<file path="config.mk">
export PLATFORM = sky130hd
export DESIGN_NAME = hex_7seg_scanner
export DESIGN_NICKNAME = d
export VERILOG_FILES = /design/src/rtl/hex_7seg_scanner.sv
export SDC_FILE = /design/constraint.sdc
export NUM_CORES = 1
export LEC_CHECK = 0
export ABC_AREA = 1
export CAP_MARGIN = 40
export CORE_AREA = 2 2 62 109
export CTS_CLUSTER_SIZE = 16
export DETAILED_ROUTE_END_ITERATION = 8
export DIE_AREA = 0 0 64 111
export HOLD_SLACK_MARGIN = 0.1
export PLACE_DENSITY = 0.75
export SLEW_MARGIN = 0
export SYNTH_ARGS = -nofsm -noshare
export SYNTH_HDL_FRONTEND = slang
export SYNTH_SLANG_ARGS = --single-unit
</file>
<file path="constraint.sdc">
create_clock -name i_Clk -period 2.5 [get_ports i_Clk]
set_clock_uncertainty 0.05 [all_clocks]
set_input_delay 0.5 -clock i_Clk [delete_from_list [all_inputs] [get_ports i_Clk]]
set_output_delay 0.5 -clock i_Clk [all_outputs]
set_load 0.01 [all_outputs]
</file>
<file path="src/rtl/hex_7seg_scanner.sv">
// Multiplexed hex display driver: tear-free load/commit of a multi-nibble
// value, round-robin digit scan with a dark gap at each slot start,
// optional leading-zero blanking and whole-display blink.
module hex_7seg_scanner #(
  parameter int NUM_DIGITS          = 2,
  parameter int CLKS_PER_DIGIT      = 25000,
  parameter int BLINK_CLKS          = 12500000,
  parameter int ACTIVE_LOW          = 1,
  parameter int BLANK_LEADING_ZEROS = 1
) (
  input  logic                    i_Clk,
  input  logic                    i_Rst_L,
  input  logic                    i_Load,
  input  logic [4*NUM_DIGITS-1:0] i_Value,
  input  logic                    i_Blink_En,
  output logic [6:0]              o_Segments,
  output logic [NUM_DIGITS-1:0]   o_Digit_En,
  output logic                    o_Pending
);

  localparam int CNT_W = (CLKS_PER_DIGIT > 1) ? $clog2(CLKS_PER_DIGIT) : 1;
  localparam int DIG_W = (NUM_DIGITS > 1) ? $clog2(NUM_DIGITS) : 1;
  localparam int BLK_W = (BLINK_CLKS > 1) ? $clog2(BLINK_CLKS) : 1;

  localparam logic [CNT_W-1:0] CNT_LAST = CNT_W'(CLKS_PER_DIGIT - 1);
  localparam logic [DIG_W-1:0] DIG_LAST = DIG_W'(NUM_DIGITS - 1);
  localparam logic [BLK_W-1:0] BLK_LAST = BLK_W'(BLINK_CLKS - 1);

  // XOR masks that turn positive-logic values into pin polarity; they
  // double as the "everything off" pin values.
  localparam logic                  POL     = (ACTIVE_LOW != 0);
  localparam logic [6:0]            SEG_OFF = {7{POL}};
  localparam logic [NUM_DIGITS-1:0] EN_OFF  = {NUM_DIGITS{POL}};

  logic [4*NUM_DIGITS-1:0] r_Shadow;
  logic [4*NUM_DIGITS-1:0] r_Display;
  logic [CNT_W-1:0]        r_Count;
  logic [DIG_W-1:0]        r_Digit;
  logic [BLK_W-1:0]        r_Blink_Cnt;
  logic                    r_Blink_Off;
  logic                    r_Pending;
  logic [6:0]              r_Segments;
  logic [NUM_DIGITS-1:0]   r_Digit_En;

  logic                    w_Slot_End;
  logic                    w_Frame_End;
  logic [NUM_DIGITS-1:0]   w_Blank;
  logic [6:0]              w_Seg_Pos;
  logic [NUM_DIGITS-1:0]   w_En_Pos;

  // Positive-logic {G,F,E,D,C,B,A} hex glyphs.
  function automatic logic [6:0] f_decode(input logic [3:0] nib);
    case (nib)
      4'h0:    f_decode = 7'h3F;
      4'h1:    f_decode = 7'h06;
      4'h2:    f_decode = 7'h5B;
      4'h3:    f_decode = 7'h4F;
      4'h4:    f_decode = 7'h66;
      4'h5:    f_decode = 7'h6D;
      4'h6:    f_decode = 7'h7D;
      4'h7:    f_decode = 7'h07;
      4'h8:    f_decode = 7'h7F;
      4'h9:    f_decode = 7'h6F;
      4'hA:    f_decode = 7'h77;
      4'hB:    f_decode = 7'h7C;
      4'hC:    f_decode = 7'h39;
      4'hD:    f_decode = 7'h5E;
      4'hE:    f_decode = 7'h79;
      default: f_decode = 7'h71;
    endcase
  endfunction

  assign w_Slot_End  = (r_Count == CNT_LAST);
  assign w_Frame_End = w_Slot_End && (r_Digit == DIG_LAST);

  // Slot timer and round-robin digit pointer.
  always_ff @(posedge i_Clk) begin
    if (!i_Rst_L) begin
      r_Count <= '0;
      r_Digit <= '0;
    end else if (w_Slot_End) begin
      r_Count <= '0;
      r_Digit <= (r_Digit == DIG_LAST) ? '0 : r_Digit + DIG_W'(1);
    end else begin
      r_Count <= r_Count + CNT_W'(1);
    end
  end

  // Shadow/display pair: loads wait in the shadow and only reach the
  // display at a frame boundary, so a frame never mixes old and new digits.
  always_ff @(posedge i_Clk) begin
    if (!i_Rst_L) begin
      r_Shadow  <= '0;
      r_Display <= '0;
      r_Pending <= 1'b0;
    end else if (i_Load && w_Frame_End) begin
      r_Shadow  <= i_Value;
      r_Display <= i_Value;
      r_Pending <= 1'b0;
    end else if (i_Load) begin
      r_Shadow  <= i_Value;
      r_Pending <= 1'b1;
    end else if (w_Frame_End && r_Pending) begin
      r_Display <= r_Shadow;
      r_Pending <= 1'b0;
    end
  end

  // Blink phase timer; held cleared while disabled so enabling starts lit.
  always_ff @(posedge i_Clk) begin
    if (!i_Rst_L || !i_Blink_En) begin
      r_Blink_Cnt <= '0;
      r_Blink_Off <= 1'b0;
    end else if (r_Blink_Cnt == BLK_LAST) begin
      r_Blink_Cnt <= '0;
      r_Blink_Off <= ~r_Blink_Off;
    end else begin
      r_Blink_Cnt <= r_Blink_Cnt + BLK_W'(1);
    end
  end

  // Digit k>0 is blank when it and every more-significant nibble are zero.
  always_comb begin : lz_blank
    logic v_zero_run;
    v_zero_run = 1'b1;
    w_Blank    = '0;
    for (int k = NUM_DIGITS - 1; k >= 1; k--) begin
      v_zero_run = v_zero_run && (r_Display[4*k +: 4] == 4'h0);
      w_Blank[k] = v_zero_run && (BLANK_LEADING_ZEROS != 0);
    end
  end

  // Positive-logic segment and enable values for the current slot.
  always_comb begin
    w_Seg_Pos = f_decode(r_Display[4*r_Digit +: 4]);
    if (w_Blank[r_Digit] || r_Blink_Off) begin
      w_Seg_Pos = 7'h00;
    end
    w_En_Pos = '0;
    if (r_Count != '0) begin
      w_En_Pos[r_Digit] = 1'b1;
    end
  end

  // Output registers with pin polarity applied.
  always_ff @(posedge i_Clk) begin
    if (!i_Rst_L) begin
      r_Segments <= SEG_OFF;
      r_Digit_En <= EN_OFF;
    end else begin
      r_Segments <= w_Seg_Pos ^ SEG_OFF;
      r_Digit_En <= w_En_Pos ^ EN_OFF;
    end
  end

  assign o_Segments = r_Segments;
  assign o_Digit_En = r_Digit_En;
  assign o_Pending  = r_Pending;

endmodule

</file>
==> results.sh <==
export IMPL_cts_h_tree_depth=3
export IMPL_core_area_um2=6295
export IMPL_hp_class="flip-flop to flip-flop"
export IMPL_worst_r2r_path_depth=6
export IMPL_reg2reg_slack_ns=0.68
export IMPL_worstReg2RegStart="r_Count[0]"
export IMPL_critical_path_reg2reg_endpoint="r_Count[8]"
export IMPL_timing_critical_path_mode_cell="nand2_1"
export IMPL_vdd_drop_max_mv=0.5715
export IMPL_gp_congestion=0.8966
export IMPL_design_portCount=22
export IMPL_number_of_detailed_route_iterations_in_the_first_pass=5
export IMPL_setup_repair_after_global_routing_missed_its_margin="no"
export IMPL_drv_max_cap_violation_count=0
export IMPL_final_period_minus_worst_setup_slack_ns=1.825
export IMPL_route_final_wire_length_um=7229
export IMPL_crit_path_end_kind="flip-flop"
export IMPL_holdBufCountCts=0
export IMPL_setup_ws_ns=0.6751
export IMPL_setup_worst_path_start_class="flip-flop"
export IMPL_wl_per_cell_um=12.38
export IMPL_avg_cell_area_syn_um2=7.108
export IMPL_cts_repair_timing_setup_buffer_count=0
export IMPL_totalNegativeSetupSlack_ns=0
export IMPL_cp_top_family="simple AND/OR/NAND/NOR gates"
export IMPL_clk_transition_reported_paths_ns=0.05
export IMPL_largest_net_degree_at_the_start_of_global_routing=24
export IMPL_critical_path_max_stage_delay_ns=0.41
export IMPL_synthesis_yosys_warnings=0
export IMPL_sw_frac_of_total=0.1970
export IMPL_setup_viol=0
export IMPL_die_w_um=64
export IMPL_top_layer="met4"
export IMPL_yosys_cell_types_count=38
export IMPL_routed_via_density=5.185
export IMPL_final_fill_count=557
export IMPL_timing_setup_critical_path_class="flip-flop to flip-flop"
export IMPL_die_h_um=111
export IMPL_layout_commonest_cell="nand2_1"
export IMPL_syn_to_final_growth_pct=18.20
export IMPL_status="completed"
export IMPL_synth_net_count=491
export IMPL_buffer_ports_inserted=21
export IMPL_cellPowerDensity_nw_per_um2=652.4
export IMPL_ys_dominant_reg_cell="dfxtp_1"
export IMPL_detailedPlacementHpwl_um=5406
export IMPL_worstSetupStartpoint="r_Count[0]"
export IMPL_fmax_mhz=548.0
export IMPL_clock_sink_count=67
export IMPL_drtAntennaViolNets=0
export IMPL_power_share_sequential=0.428
export IMPL_yosysSeqAreaShare=0.4015
export IMPL_synth_area_leader_cell="dfxtp_1"
export IMPL_routed_via_count=3028
export IMPL_grt_remaining_overflow=0
export IMPL_p_int_mw=2.069
export IMPL_layout_drive_gt1_share=0.09960
export IMPL_detailroute_wirelength_met3_um=157
export IMPL_antenna_found_initial=0
export IMPL_first_global_vias=3045
export IMPL_clock_path_buffers=2
export IMPL_clock_latency_ns=0.33
export IMPL_preCtsSetupSlack_ns=0.5072
export IMPL_total_leakage_power_nw=1.487
export IMPL_rows=39
export IMPL_numCtsBuffers=9
export IMPL_die_area_um2=7104
export IMPL_layout_common_cells="112 x nand2_1, 67 x dfxtp_1, 66 x nor2_1, 55 x inv_1, 36 x a21oi_1"
export IMPL_synth_top_area_share=0.4015
export IMPL_cts_tree="done"
export IMPL_synth_ff_latch_count=67
export IMPL_cp_cell_sequence="ha_1 > nand4_1 > nor2_1 > nand2_1 > nand2_1 > a211oi_1"
export IMPL_path_depth=6
export IMPL_tightest_slew_ns=0.5036
export IMPL_synthArstFlopShare=0
export IMPL_floorplan_initialDensity=0.5307
export IMPL_total_switching_power_mw=0.5075
export IMPL_detailedRoute_firstIterationViolations=135
export IMPL_grt_util_all_layers=0.2201
export IMPL_post_synth_inst_count=470
export IMPL_wl_met1_um=2688
export IMPL_design_final_nets=518
export IMPL_comb_power_share=0.043
export IMPL_path_buf_inv=0
export IMPL_worst_ep_arrival_time_ns=1.96
export IMPL_drt_drc_violations_left=0
export IMPL_grt_first_pass_wirelength_um=12280
export IMPL_met2_length_um=4172
export IMPL_antenna_cells_inserted=0
export IMPL_timing_max_slew_rel_slack=0.6634
export IMPL_endpoint_of_the_most_critical_setup_path="r_Count[8]"
export IMPL_cell_type_of_the_slowest_stage_on_the_worst_timing_path="nand2_1"
export IMPL_hold_violations=0
export IMPL_final_cycle_share=0.7299
export IMPL_clock_root_buffer="clkbuf_16"
export IMPL_final_slew_viol_count=0
export IMPL_p_clk_frac=0.529
export IMPL_path_max_fanout=15
export IMPL_synthTopCellsByArea="dfxtp_1 40%, nand2_1 13%, nor2_1 7.4%"
export IMPL_fin_total_pwr_mw=2.576
export IMPL_syn_cell_area_um2=3341
export IMPL_synth_edf_count=0
export IMPL_cts_repair_resize_count=0
export IMPL_required_ns=2.64
-- Yosys cell counts (all sizes together), types with 2 or more instances --
cell / count
nand3b: 2
inv: 58
nor3: 18
nor2: 70
nand2: 117
nand4: 17
xor2: 7
buf: 4
ha: 9
nor3b: 4
dfxtp: 67
clkbuf: 3
o21ai: 11
xnor2: 2
nand3: 24
nor4: 2
a21oi: 36
or2: 12
o211ai: 2
-- final cells by class --
cell class	count	area [um^2]	share of cell area
repair buffers	23	225.2	0.05703
flip-flops and latches	67	1341	0.3397
multi-input cells	337	1728	0.4376
well taps	82	102.6	0.02598
clock buffers	12	256.5	0.06496
clock inverters	4	72.57	0.01838
inverters	59	222.7	0.05640
-- per-stage QoR --
step	hold slack (ns)	cell area, um^2	util	cells
after detailed placement	0.3916	3620	0.5750	568
after global placement	0.3883	3620	0.5750	568
after floorplan	0.3787	3341	-	470
final	0.3975	3949	0.6273	584
after CTS	0.4004	3949	0.6273	584
after global routing	0.4332	3949	0.6273	584
-- power by group through the flow --
stage | Combinational [mW] | Clock [mW] | Sequential, mW
3_3_place_gp | 0.109 | 0 | 1.12
4_1_cts | 0.113 | 1.39 | 1.10
2_1_floorplan | 0.0630 | 0 | 1.13
3_5_place_dp | 0.112 | 0 | 1.12
6_report | 0.111 | 1.36 | 1.10
5_1_grt | 0.125 | 1.42 | 1.10
-- tightest hold or removal path, delay by kind of cell, from the launching register on --
family / cells / cell delay (ns)
compound gates: 1 / 0.06
buf+inv: 1 / 0.05
flops: 1 / 0.29
-- sequential cells by signal, indices dropped and copies added, names as in the netlist --
| register | count |
|---|---|
| r_Blink_Cnt | 24 |
| o_Segments | 7 |
| o_Pending | 1 |
| o_Digit_En | 2 |
| r_Shadow | 8 |
| r_Display | 8 |
| r_Count | 15 |
| r_Blink_Off | 1 |
| r_Digit | 1 |
-- routing by layer --
layer | GRT usage | up-vias
met5 | 0 | -
met4 | 0.1551 | 0
met3 | 0.04162 | 18
met2 | 0.4132 | 44
met1 | 0.2010 | 1399
li1 | - | 1567
-- cells by family (layout without fill, tap and decap cells) --
family / after synthesis / count (layout) / synth area share
AO/OA/AOI/OAI: 52 / 52 / 0.08314
XOR/XNOR: 9 / 9 / 0.02360
adder cells (fa/ha/maj): 9 / 9 / 0.03371
buffers and inverters: 66 / 98 / 0.08127
flip-flops: 67 / 67 / 0.4015
AND/OR/NAND/NOR: 267 / 267 / 0.3768
-- worst min path at each step --
stage              startpoint        endpoint  slack, ns  depth (start not counted)
5_1_grt           r_Shadow[2]     r_Shadow[2]       0.43                          2
3_5_place_dp      r_Shadow[5]     r_Shadow[5]       0.39                          2
3_3_place_gp      r_Shadow[0]     r_Shadow[0]       0.39                          2
4_1_cts           r_Shadow[5]     r_Shadow[5]       0.40                          2
6_report          r_Shadow[5]     r_Shadow[5]       0.40                          2
2_1_floorplan  r_Blink_Cnt[0]  r_Blink_Cnt[0]       0.38                          1
No activity file was read; power rests on OpenSTA's default activity.
